$ cat src/rtl/uart_rx_multi.sv
// Parametrised UART receiver: majority-voted sampling, parity/framing/break
// detection and a first-word-fall-through receive FIFO with valid/ready output.
module uart_rx_multi #(
   parameter int unsigned CLKS_PER_BIT = 868,
   parameter int unsigned DATA_BITS    = 8,
   parameter int unsigned PARITY       = 0,
   parameter int unsigned STOP_BITS    = 1,
   parameter int unsigned FIFO_DEPTH   = 4
) (
   input  logic                                clk,
   input  logic                                rst,
   input  logic                                rx,
   output logic [DATA_BITS-1:0]                rx_data,
   output logic                                rx_parity_err,
   output logic                                rx_frame_err,
   output logic                                rx_valid,
   input  logic                                rx_ready,
   output logic [$clog2(FIFO_DEPTH+1)-1:0]     fifo_count,
   output logic                                overrun,
   output logic                                break_det
);

   localparam int unsigned H  = CLKS_PER_BIT / 2;
   localparam int unsigned CW = $clog2(CLKS_PER_BIT);
   localparam int unsigned BW = $clog2(DATA_BITS + 1);
   localparam int unsigned PW = $clog2(FIFO_DEPTH);
   localparam int unsigned NW = $clog2(FIFO_DEPTH + 1);
   localparam int unsigned EW = DATA_BITS + 2;

   localparam logic [CW-1:0] CNT_S0    = CW'(H - 1);
   localparam logic [CW-1:0] CNT_S1    = CW'(H);
   localparam logic [CW-1:0] CNT_DEC   = CW'(H + 1);
   localparam logic [CW-1:0] CNT_END   = CW'(CLKS_PER_BIT - 1);
   localparam logic [BW-1:0] LAST_BIT  = BW'(DATA_BITS - 1);
   localparam logic          LAST_STOP = 1'(STOP_BITS - 1);
   localparam logic [NW-1:0] FULL      = NW'(FIFO_DEPTH);

   typedef enum logic [2:0] {
      S_IDLE,
      S_START,
      S_DATA,
      S_PARITY,
      S_STOP,
      S_BRKWAIT
   } state_t;

   state_t                state;
   logic                  rx_meta;
   logic                  rxs;
   logic [CW-1:0]         baud_cnt;
   logic                  samp0;
   logic                  samp1;
   logic [DATA_BITS-1:0]  shreg;
   logic [BW-1:0]         bit_idx;
   logic                  par_bit;
   logic                  par_err;
   logic                  stop_idx;
   logic                  ferr;

   logic                  maj;
   logic                  at_dec;
   logic                  at_end;
   logic                  brk_cond;
   logic                  fe_now;
   logic                  push;
   logic                  pop;
   logic                  wr_en;
   logic [EW-1:0]         entry;

   logic [EW-1:0]         mem [FIFO_DEPTH];
   logic [EW-1:0]         head;
   logic [PW-1:0]         wr_ptr;
   logic [PW-1:0]         rd_ptr;

   always_ff @(posedge clk or posedge rst) begin
      if (rst) begin
         rx_meta <= 1'b1;
         rxs     <= 1'b1;
      end else begin
         rx_meta <= rx;
         rxs     <= rx_meta;
      end
   end

   always_comb begin
      maj      = (samp0 & samp1) | (samp0 & rxs) | (samp1 & rxs);
      at_dec   = (baud_cnt == CNT_DEC);
      at_end   = (baud_cnt == CNT_END);
      brk_cond = (shreg == '0) && !par_bit && !maj;
      // Later stop bits accumulate onto the error already seen on earlier ones.
      fe_now   = (stop_idx & ferr) | ~maj;
      push     = (state == S_STOP) && at_dec && (stop_idx == LAST_STOP)
                 && !((stop_idx == 1'b0) && brk_cond);
      pop      = rx_valid && rx_ready;
      wr_en    = push && ((fifo_count != FULL) || pop);
      entry    = {par_err, fe_now, shreg};
   end

   always_ff @(posedge clk or posedge rst) begin
      if (rst) begin
         state     <= S_IDLE;
         baud_cnt  <= '0;
         samp0     <= 1'b1;
         samp1     <= 1'b1;
         shreg     <= '0;
         bit_idx   <= '0;
         par_bit   <= 1'b0;
         par_err   <= 1'b0;
         stop_idx  <= 1'b0;
         ferr      <= 1'b0;
         break_det <= 1'b0;
      end else begin
         break_det <= 1'b0;
         baud_cnt  <= at_end ? '0 : baud_cnt + CW'(1);
         if (baud_cnt == CNT_S0) samp0 <= rxs;
         if (baud_cnt == CNT_S1) samp1 <= rxs;

         case (state)
            S_IDLE: begin
               baud_cnt <= '0;
               par_bit  <= 1'b0;
               par_err  <= 1'b0;
               ferr     <= 1'b0;
               stop_idx <= 1'b0;
               if (!rxs) state <= S_START;
            end
            S_START: begin
               if (at_dec && maj) begin
                  state <= S_IDLE;
               end else if (at_end) begin
                  state   <= S_DATA;
                  bit_idx <= '0;
               end
            end
            S_DATA: begin
               if (at_dec) shreg <= {maj, shreg[DATA_BITS-1:1]};
               if (at_end) begin
                  if (bit_idx == LAST_BIT) begin
                     state    <= (PARITY != 0) ? S_PARITY : S_STOP;
                     stop_idx <= 1'b0;
                  end else begin
                     bit_idx <= bit_idx + BW'(1);
                  end
               end
            end
            S_PARITY: begin
               if (at_dec) begin
                  par_bit <= maj;
                  par_err <= (PARITY == 1) ? ~(^shreg ^ maj) : (^shreg ^ maj);
               end
               if (at_end) begin
                  state    <= S_STOP;
                  stop_idx <= 1'b0;
               end
            end
            S_STOP: begin
               if (at_dec) begin
                  if ((stop_idx == 1'b0) && brk_cond) begin
                     break_det <= 1'b1;
                     state     <= S_BRKWAIT;
                  end else if (stop_idx == LAST_STOP) begin
                     // Leave mid-bit so a back-to-back start edge is not missed.
                     state <= S_IDLE;
                  end else begin
                     ferr <= fe_now;
                  end
               end else if (at_end) begin
                  stop_idx <= 1'b1;
               end
            end
            S_BRKWAIT: begin
               baud_cnt <= '0;
               if (rxs) state <= S_IDLE;
            end
            default: state <= S_IDLE;
         endcase
      end
   end

   // When full, a same-cycle pop frees exactly the slot being written.
   always_ff @(posedge clk) begin
      if (wr_en) mem[wr_ptr] <= entry;
   end

   always_ff @(posedge clk or posedge rst) begin
      if (rst) begin
         wr_ptr     <= '0;
         rd_ptr     <= '0;
         fifo_count <= '0;
         overrun    <= 1'b0;
      end else begin
         overrun <= push && !wr_en;
         if (wr_en) wr_ptr <= wr_ptr + PW'(1);
         if (pop)   rd_ptr <= rd_ptr + PW'(1);
         case ({wr_en, pop})
            2'b10:   fifo_count <= fifo_count + NW'(1);
            2'b01:   fifo_count <= fifo_count - NW'(1);
            default: fifo_count <= fifo_count;
         endcase
      end
   end

   always_comb begin
      head          = mem[rd_ptr];
      rx_valid      = (fifo_count != '0);
      rx_data       = rx_valid ? head[DATA_BITS-1:0] : '0;
      rx_frame_err  = rx_valid ? head[DATA_BITS]     : 1'b0;
      rx_parity_err = rx_valid ? head[DATA_BITS+1]   : 1'b0;
   end

endmodule

$ cat config.mk
export PLATFORM = sky130hd
export DESIGN_NAME = uart_rx_multi
export DESIGN_NICKNAME = d
export VERILOG_FILES = /design/src/rtl/uart_rx_multi.sv
export SDC_FILE = /design/constraint.sdc
export NUM_CORES = 1
export LEC_CHECK = 0
export ABC_AREA = 1
export BUFFER_PORTS_ARGS = -buffer_cell sky130_fd_sc_hd__buf_2
export CAP_MARGIN = 10
export CORE_UTILIZATION = 55
export CTS_CLUSTER_DIAMETER = 150
export DETAILED_ROUTE_END_ITERATION = 10
export PLACE_DENSITY_LB_ADDON = 0.05
export SLEW_MARGIN = 20
export SYNTH_ARGS = -nofsm -noshare
export SYNTH_HDL_FRONTEND = slang
export SYNTH_SLANG_ARGS = --single-unit
export TNS_END_PERCENT = 100
$ cat constraint.sdc
create_clock -name clk -period 2.4 [get_ports clk]
set_clock_uncertainty 0.05 [all_clocks]
set_input_delay 0.24 -clock clk [delete_from_list [all_inputs] [get_ports clk]]
set_output_delay 0.24 -clock clk [all_outputs]
set_load 0.02 [all_outputs]
==> metrics.md, run 1 <==
| Metric | Value |
|---|---|
| Hold Path Origin | rx_ready |
| FILL cells | 574 |
| Syn_area_per_cell | 9.53 sq um |
| Critical Path End Type | flop |
| GRT Util Overall | 21.5% |
| Post-synth top area cell | edfxtp_1 |
| Sink Count | about 80 |
| CTS buffer count | 9 |
| Post-synthesis sequential area ratio | between 50 and 60% |
| Hold depth | 4 |
| Site Rows | 30 |
| 1st-pass router iterations | 4 |
| Area grow syn2layout | 16.1% |
| Gpl congestion | 0.850 |
| Detail Route Antenna Nets | 0 |
| Fin Setup TNS | 0 ns |
| Initial Utilization | 57.9% |
| Clock Tree Buf Depth | 2 |
| Rel. slew slack | between 60% and 70% |
| Hold Crit Class | in -> reg |
| Share of layout cells above drive strength 1 | 23.2% |
| Iter 0 DRT Violations | 108 |
| Max Cap Viol | 0 |
| Post-CTS Setup Bufs | 0 |
| Vias in the first global route | 2745 |
| Crit path launch type | flop |
| Critical setup path kind | reg -> reg |
| RR Startpoint | baud_cnt[0]$_DFF_PP0_ |
| Post-Syn Instances | 422 |
| R2R cell count | 10 |
| DRC violations left | 0 |
| Port bufs | 19 |
| Worst-Margin Slew | 0.546 ns |
| Largest net degree at the start of global routing | 28 |
| Routed len/inst | between 10 and 15 um |
| Period utilization | 94.1% |
| Maximum vdd drop | 0.000489 V |
| Global-route wire length before repair | approximately 12000 um |
| Drt total wl | 7330 um |
| Root Buffer | clkbuf_8 |
| Largest cells by area after synthesis | edfxtp_1, dfrtp_1, nor2_1 |
| Worst-path fanout max | 7 |
| Commonest non-fill, non-tap cells in the layout | nor2_1, nand2_1, inv_1 |
| P_leak | 2.11 nW |
| CTS tree | yes |
| Hold Vio Cnt, Final | 0 |
| Util after Layout | ~67% |
| Hpwl dp | 5180 um |
| Setup violators final | 0 |
| RR Endpoint | fifo_count[1]$_DFFE_PP0P_ |
| # diodes | 0 |
| Clk_lat worst skew | 0.35 ns |
| Die Y | 87.5 um |
| Core area | 0.00694 sq mm |
| Req. time, crit path | 2.61 ns |
| Syn. warnings | 0 |
| Status | finished clean |
| H-tree Lvls | 3 |
| Syn nets | between 400 and 500 |
| Reg2Reg Setup Slack | ~0.14 ns |
| Number of I/O pins | 20 |
| Top-area cell type share of the netlist area | 29.9% |
| CTS clk-pin slew, worst paths | 0.09 ns |
| Die area | 0.00766 sq mm |
| Horiz. Die Dim | 87.5 um |
| Min cycle time layout | ~2.3 ns |
| Max Clk Rate | 0.443 GHz |
| Hold EP | rd_ptr[0]$_DFFE_PP0P_ |
| Synth unique cells | 31 |
| Antenna violations before repair | 0 |
| Most common cell after layout, fill and taps aside | nor2_1 |
| Max-slew violation count | 0 |
| #FFs+latches synth | slightly above 80 |
| PD cells | 786 mW/mm^2 |
| Data arrival, critical path | 2.47 ns |
| Worst Hold Slack | 0.256 ns |
| GRT overflow | 0 |
| Vias per cell | 4.98 |
| Final worst slack | around 0.14 ns |
| Synthesized area | 0.00402 sq mm |
| Final Net Count | 492 |
| Via count | 2861 |
| RSZ-0062 raised after global routing | false |
| Pre-CTS setup slack | 0.0533 ns |
-- layer usage --
metal / routed length, um / global-route usage, %
met1: 3550 / 28.2
met2: 3510 / 35.8
met3: 181 / 3.60
met4: 83 / 8.35
met5: 0 / 0
-- synthesized netlist by cell type --
cell       n
dfrtp_1   38
dfstp_2    4
o21ai_1    6
nor2_2     6
nor2_4     5
o21bai_1   4
nand3_1   14
o21ai_2    8
nand2_2    7
o21ai_0   30
a21oi_1   17
nand2_4    1
buf_6      1
nor2_1    68
fa_1       1
inv_1     54
nor4_1     3
nor3_2     1
nor3_1     4
inv_2      4
nand4_1    5
nand2_1   64
edfxtp_1  40
xor2_1     6
nand3_2    3
buf_1      1
or2_2      1
clkbuf_1   6
xnor2_1    5
nand3_4    2
ha_1      13
-- area by class of cell --
type | count | area, sq um | share of cell area (%)
Tap cell | 96 | 120 | 2.57
Inverter | 58 | 218 | 4.66
Clock inverter | 7 | 105 | 2.25
Clock buffer | 9 | 124 | 2.65
Timing Repair Buffer | 49 | 325 | 6.96
Sequential cell | 82 | 2260 | 48.4
Multi-Input combinational cell | 274 | 1520 | 32.5
-- power by group --
part	internal, mW	switching (mW)	total (mW)
combinational	0.332	0.639	0.971
clock	0.604	0.527	1.13
sequential	1.51	0.0584	1.57
-- state kept, by name, summed over array words and instances, names as in the netlist --
signal      cells
state           3
shreg           8
mem            40
bit_idx         4
baud_cnt       10
par_bit         1
par_err         1
samp0           1
rx_meta         1
ferr            1
fifo_count      3
wr_ptr          2
rd_ptr          2
break_det       1
stop_idx        1
samp1           1
rxs             1
overrun         1
-- stage by stage --
| step | area (sq um) | instances | power (mW) |
|---|---|---|---|
| 5_1_grt | 4670 | 575 | 3.89 |
| 2_1_floorplan | 4020 | 422 | 2.28 |
| 3_3_place_gp | 4410 | 557 | 2.54 |
| 4_1_cts | 4660 | 575 | 3.70 |
| 3_5_place_dp | 4410 | 557 | 2.57 |
| 6_report | 4670 | 575 | 3.67 |
-- kinds of logic (layout without fill, tap and decap cells) --
group / count (synthesis) / after routing / synth area share (%)
XOR/XNOR: 11 / 11 / 2.39
buffers and inverters: 66 / 123 / 6.34
AO/OA/AOI/OAI: 65 / 65 / 9.08
flip-flops: 82 / 82 / 56.1
AND/OR/NAND/NOR: 184 / 184 / 21.5
adder cells (fa/ha/maj): 14 / 14 / 4.54
-- critical path, stage by stage (launching register included) --
cell and delay [ns]:
dfrtp_2 0.42, ha_1 0.22, inv_1 0.07, nor2_2 0.21, nand3_4 0.16, nor2_4 0.15
nand3_4 0.08, ha_1 0.18, inv_1 0.08, fa_2 0.43, o21ai_0 0.15
-- how the worst max path moves through the flow --
stage	startpoint	to	slack, ns	depth (start not counted)
5_1_grt	shreg[6]$_DFFE_PP0P_	fifo_count[2]$_DFFE_PP0P_	0.02	13
4_1_cts	shreg[6]$_DFFE_PP0P_	fifo_count[2]$_DFFE_PP0P_	0.002	13
6_report	baud_cnt[0]$_DFF_PP0_	fifo_count[1]$_DFFE_PP0P_	0.14	10
3_3_place_gp	shreg[4]$_DFFE_PP0P_	fifo_count[2]$_DFFE_PP0P_	0.12	13
3_5_place_dp	shreg[6]$_DFFE_PP0P_	fifo_count[2]$_DFFE_PP0P_	0.05	13
2_1_floorplan	shreg[6]$_DFFE_PP0P_	fifo_count[2]$_DFFE_PP0P_	0.1	12
-- timing repair --
action | 4_1_cts | 5_1_grt
resized for setup | 0 | 6
endpoints found under the setup margin | 0 | 3
hold endpoints to repair | 23 | 0
hold buffers | 2 | 0
No activity file was read; power rests on OpenSTA's default activity.
==> inputs of run 2 (changes only) <==
--- a/config.mk
+++ b/config.mk
@@ -5,11 +5,11 @@
 export SDC_FILE = /design/constraint.sdc
 export NUM_CORES = 1
 export LEC_CHECK = 0
-export ABC_AREA = 1
+export ABC_AREA = 0
 export BUFFER_PORTS_ARGS = -buffer_cell sky130_fd_sc_hd__buf_2
 export CAP_MARGIN = 10
 export CORE_UTILIZATION = 55
-export CTS_CLUSTER_DIAMETER = 150
+export CTS_CLUSTER_DIAMETER = 40
 export DETAILED_ROUTE_END_ITERATION = 10
 export PLACE_DENSITY_LB_ADDON = 0.05
 export SLEW_MARGIN = 20
==> run 2 against run 1 <==
Wire length down 8.8%. Worst hold slack lost 0.041 ns. Fmax shrank 5.1%. Synthesized cell count decreased by 30%. Sequential cell count unchanged. Clock power is essentially flat. Combinational power is 56% lower. Worst setup slack got worse by 0.12 ns. Design area decreased by 2.2%. First-iteration DRC count decreased by 17%. Synthesized area is 5.7% lower.
==> metrics.md, run 2 <==
| Metric | Value |
|---|---|
| Top cells by count, synth | edfxtp_1, dfrtp_1, inv_1, nand2_1, nor2_1 |
| Antenna violations before repair | 0 (unchanged) |
| CTS buffer count | 9 (unchanged) |
| Iter 0 DRT Violations | 90 (-17%) |
| EDFF count, synth | 40 (unchanged) |
| Total power | 3.15 mW (-14%) |
| CTS clk-pin slew, worst paths | 0.09 ns (about the same) |
| DRC violations left | 0 (unchanged) |
| Biggest regs | mem: 40 flops, baud_cnt: 10 flops, shreg: 8 flops |
| Via count | 2396 (-16%) |
| Vias in the first global route | 2367 (-14%) |
| Most common cell after layout, fill and taps aside | edfxtp_1 |
| CTS tree | yes |
| Final Net Count | 374 (-24%) |
| Min cycle time layout | 2.38 ns (+0.120 ns) |
| Gpl congestion | 0.792 (-6.9%) |
| Worst-Margin Slew | 0.527 ns (-0.0192 ns) |
| Initial Utilization | 58.4% (+0.48 points) |
| Sequential Area | 0.00226 sq mm (-0.11%) |
| Syn_area_per_cell | 12.8 sq um (+34%) |
| CP dominant cell by count | inv_1 |
| Area grow syn2layout | 20.5% |
| Maximum vdd drop | 0.000334 V (-32%) |
| Die Y | 85.1 um (-2.8%) |
| Worst-path fanout max | 2 (-5) |
| Critical Path End Type | flop |
| Port bufs | 19 (unchanged) |
| Global-route wire length before repair | 11300 um (-8.7%) |
| #FFs+latches synth | 82 (unchanged) |
| H-tree Lvls | 3 (unchanged) |
| Util after Layout | 70.4% (+3.1 points) |
| Setup violators final | 0 (unchanged) |
| Largest cells by area after synthesis | edfxtp_1, dfrtp_1, mux4_2 |
| PD cells | 689 mW/mm^2 (-12%) |
| GRT Util Overall | 20.8% (-0.66 points) |
| Crit path launch type | flop |
| Max Cap Viol | 0 (unchanged) |
| GRT overflow | 0 (unchanged) |
| Hold Vio Cnt, Final | 0 (unchanged) |
| Top-count cell post-synth | edfxtp_1 |
| CP max stage delay | 0.39 ns (-0.04 ns) |
| Ys async rst share | 51.2% (unchanged) |
| Die area | 0.00723 sq mm (-5.6%) |
| Routed len/inst | 15.3 um (+20%) |
| Horiz. Die Dim | 85.1 um (-2.8%) |
| Syn. warnings | 0 (unchanged) |
| Critical-path cell list | inv_1 -> ha_2 -> nand4b_1 -> or3_4 -> nand3_4 -> nor2_4 -> inv_1 -> ha_2 -> inv_1 -> fa_2 -> xor2_1 -> nor2_1 -> xor2_1 |
| Data arrival, critical path | 2.61 ns (+0.14 ns) |
| Critical-path top delay cell | or3_4 |
| Status | finished clean |
| Max-slew violation count | 0 (unchanged) |
| Vias per cell | 5.47 (+9.9%) |
| Req. time, crit path | 2.63 ns (+0.02 ns) |
| Period utilization | 99.1% (+5.0 points) |
| Largest net degree at the start of global routing | 43 (+54%) |
| Root Buffer | clkbuf_8 |
| Sink Count | 82 (unchanged) |
| 1st-pass router iterations | 4 (unchanged) |
| Syn nets | 314 (-29%) |
| Drt total wl | 6690 um (-8.8%) |
| Synthesized area | 0.00379 sq mm (-5.7%) |
| Hold Crit Class | in -> reg |
| Commonest non-fill, non-tap cells in the layout | edfxtp_1, dfrtp_1, buf_4 |
| P_leak | 1.95 nW (-7.7%) |
| Clock Tree Buf Depth | 2 (unchanged) |
| Detail Route Antenna Nets | 0 (unchanged) |
| Hpwl dp | 4620 um (-11%) |
| FILL cells | 460 (-20%) |
| Rel. slew slack | 64.9% (+1.3 points) |
| Worst Hold Slack | 0.216 ns (-0.0406 ns) |
| Top-area cell type share of the netlist area | 31.7% (+1.8 points) |
| Share of layout cells above drive strength 1 | 30.5% (+7.3 points) |
| Post-synthesis sequential area ratio | 59.5% (+3.4 points) |
| Synth unique cells | 49 (+58%) |
| Area occupied by multi-input gates | 0.00146 sq mm (-4.0%) |
| Max Clk Rate | 0.420 GHz (-5.1%) |
| RSZ-0062 raised after global routing | true |
| Core area | 0.00649 sq mm (-6.5%) |
| # diodes | 0 (unchanged) |
| Site Rows | 29 (-3.3%) |
| Post-synth top area cell | edfxtp_1 |
| Number of I/O pins | 20 (unchanged) |
| Critical setup path kind | reg -> reg |
| Clk_lat worst skew | 0.35 ns (about the same) |
| Top reg by flops | mem |
| Post-Syn Instances | 296 (-30%) |
| Number of flip-flops in the largest register | 40 (unchanged) |
| Most used DFF post-synth | edfxtp_1 |
run 2: logic make-up after synthesis:
family	Yosys count	synth area share, %
buffers and inverters	32	3.20
adder cells (fa/ha/maj)	15	5.08
AO/OA/AOI/OAI	35	5.94
flip-flops	82	59.5
XOR/XNOR	18	4.16
AND/OR/NAND/NOR	97	14.1
multiplexers	17	7.98
run 2: where the power goes:
part           switching [mW]  total [mW]  internal [mW]
clock                   0.532        1.14          0.604
combinational           0.225       0.428          0.203
sequential             0.0721        1.58           1.51
run 2: worst max-delay path: cells and delay by family, from the launching register on:
kind | cells | cell delay, ns
adders and majority gates | 3 | 0.66
xor gates and xnor gates | 2 | 0.29
buffers and inverters | 3 | 0.16
and+or+nand+nor | 5 | 0.75
DFF | 1 | 0.38
run 2: worst paths after layout:
kind                                      startpoint                        end  slack, ns  depth (start not counted)
worst max-delay path            shreg[0]$_DFFE_PP0P_  fifo_count[2]$_DFFE_PP0P_       0.02                         13
worst min-delay path                        rx_ready      rd_ptr[0]$_DFFE_PP0P_       0.22                          3
worst max register to register  shreg[0]$_DFFE_PP0P_  fifo_count[2]$_DFFE_PP0P_       0.02                         13
worst min register to register     rx_meta$_DFF_PP1_              rxs$_DFF_PP1_       0.31                          0
max in group asynchronous                        rst          rx_meta$_DFF_PP1_       1.43                          4
min in group asynchronous                        rst  fifo_count[2]$_DFFE_PP0P_       0.50                          4
run 2: area by class of cell:
type	count	area share [%]
Sequential cell	82	49.4
Multi-Input combinational cell	182	31.9
Clock inverter	7	2.30
Tap cell	77	2.11
Inverter	23	1.89
Clock buffer	9	2.71
Timing Repair Buffer	58	9.69
run 2: metrics by stage:
step | TNS, ns | cells | instance area (sq um) | setup slack [ns]
2_1_floorplan | 0 | 296 | 3820 | 0.0171
3_3_place_gp | 0 | 415 | 4260 | 0.0562
3_5_place_dp | 0 | 415 | 4260 | 0.0296
4_1_cts | 0 | 435 | 4530 | 0.0110
5_1_grt | -0.123 | 438 | 4570 | -0.123
6_report | 0 | 438 | 4570 | 0.0219
run 2: per-layer routing:
layer  routed length (um)  track usage [%]  vias up
met5                    0                0        -
met4                   78             8.17        0
met2                 3420             35.3       27
li1                     -                -     1171
met3                  161             4.38        8
met1                 3030             26.3     1190
run 2: repair_timing:
item	4_1_cts	5_1_grt
setup endpoints to repair	1	1
hold buffers	2	0
resized for setup	2	8
cloned	0	0
hold endpoints to repair	39	0
pin swaps	4	3
buffers inserted	2	3
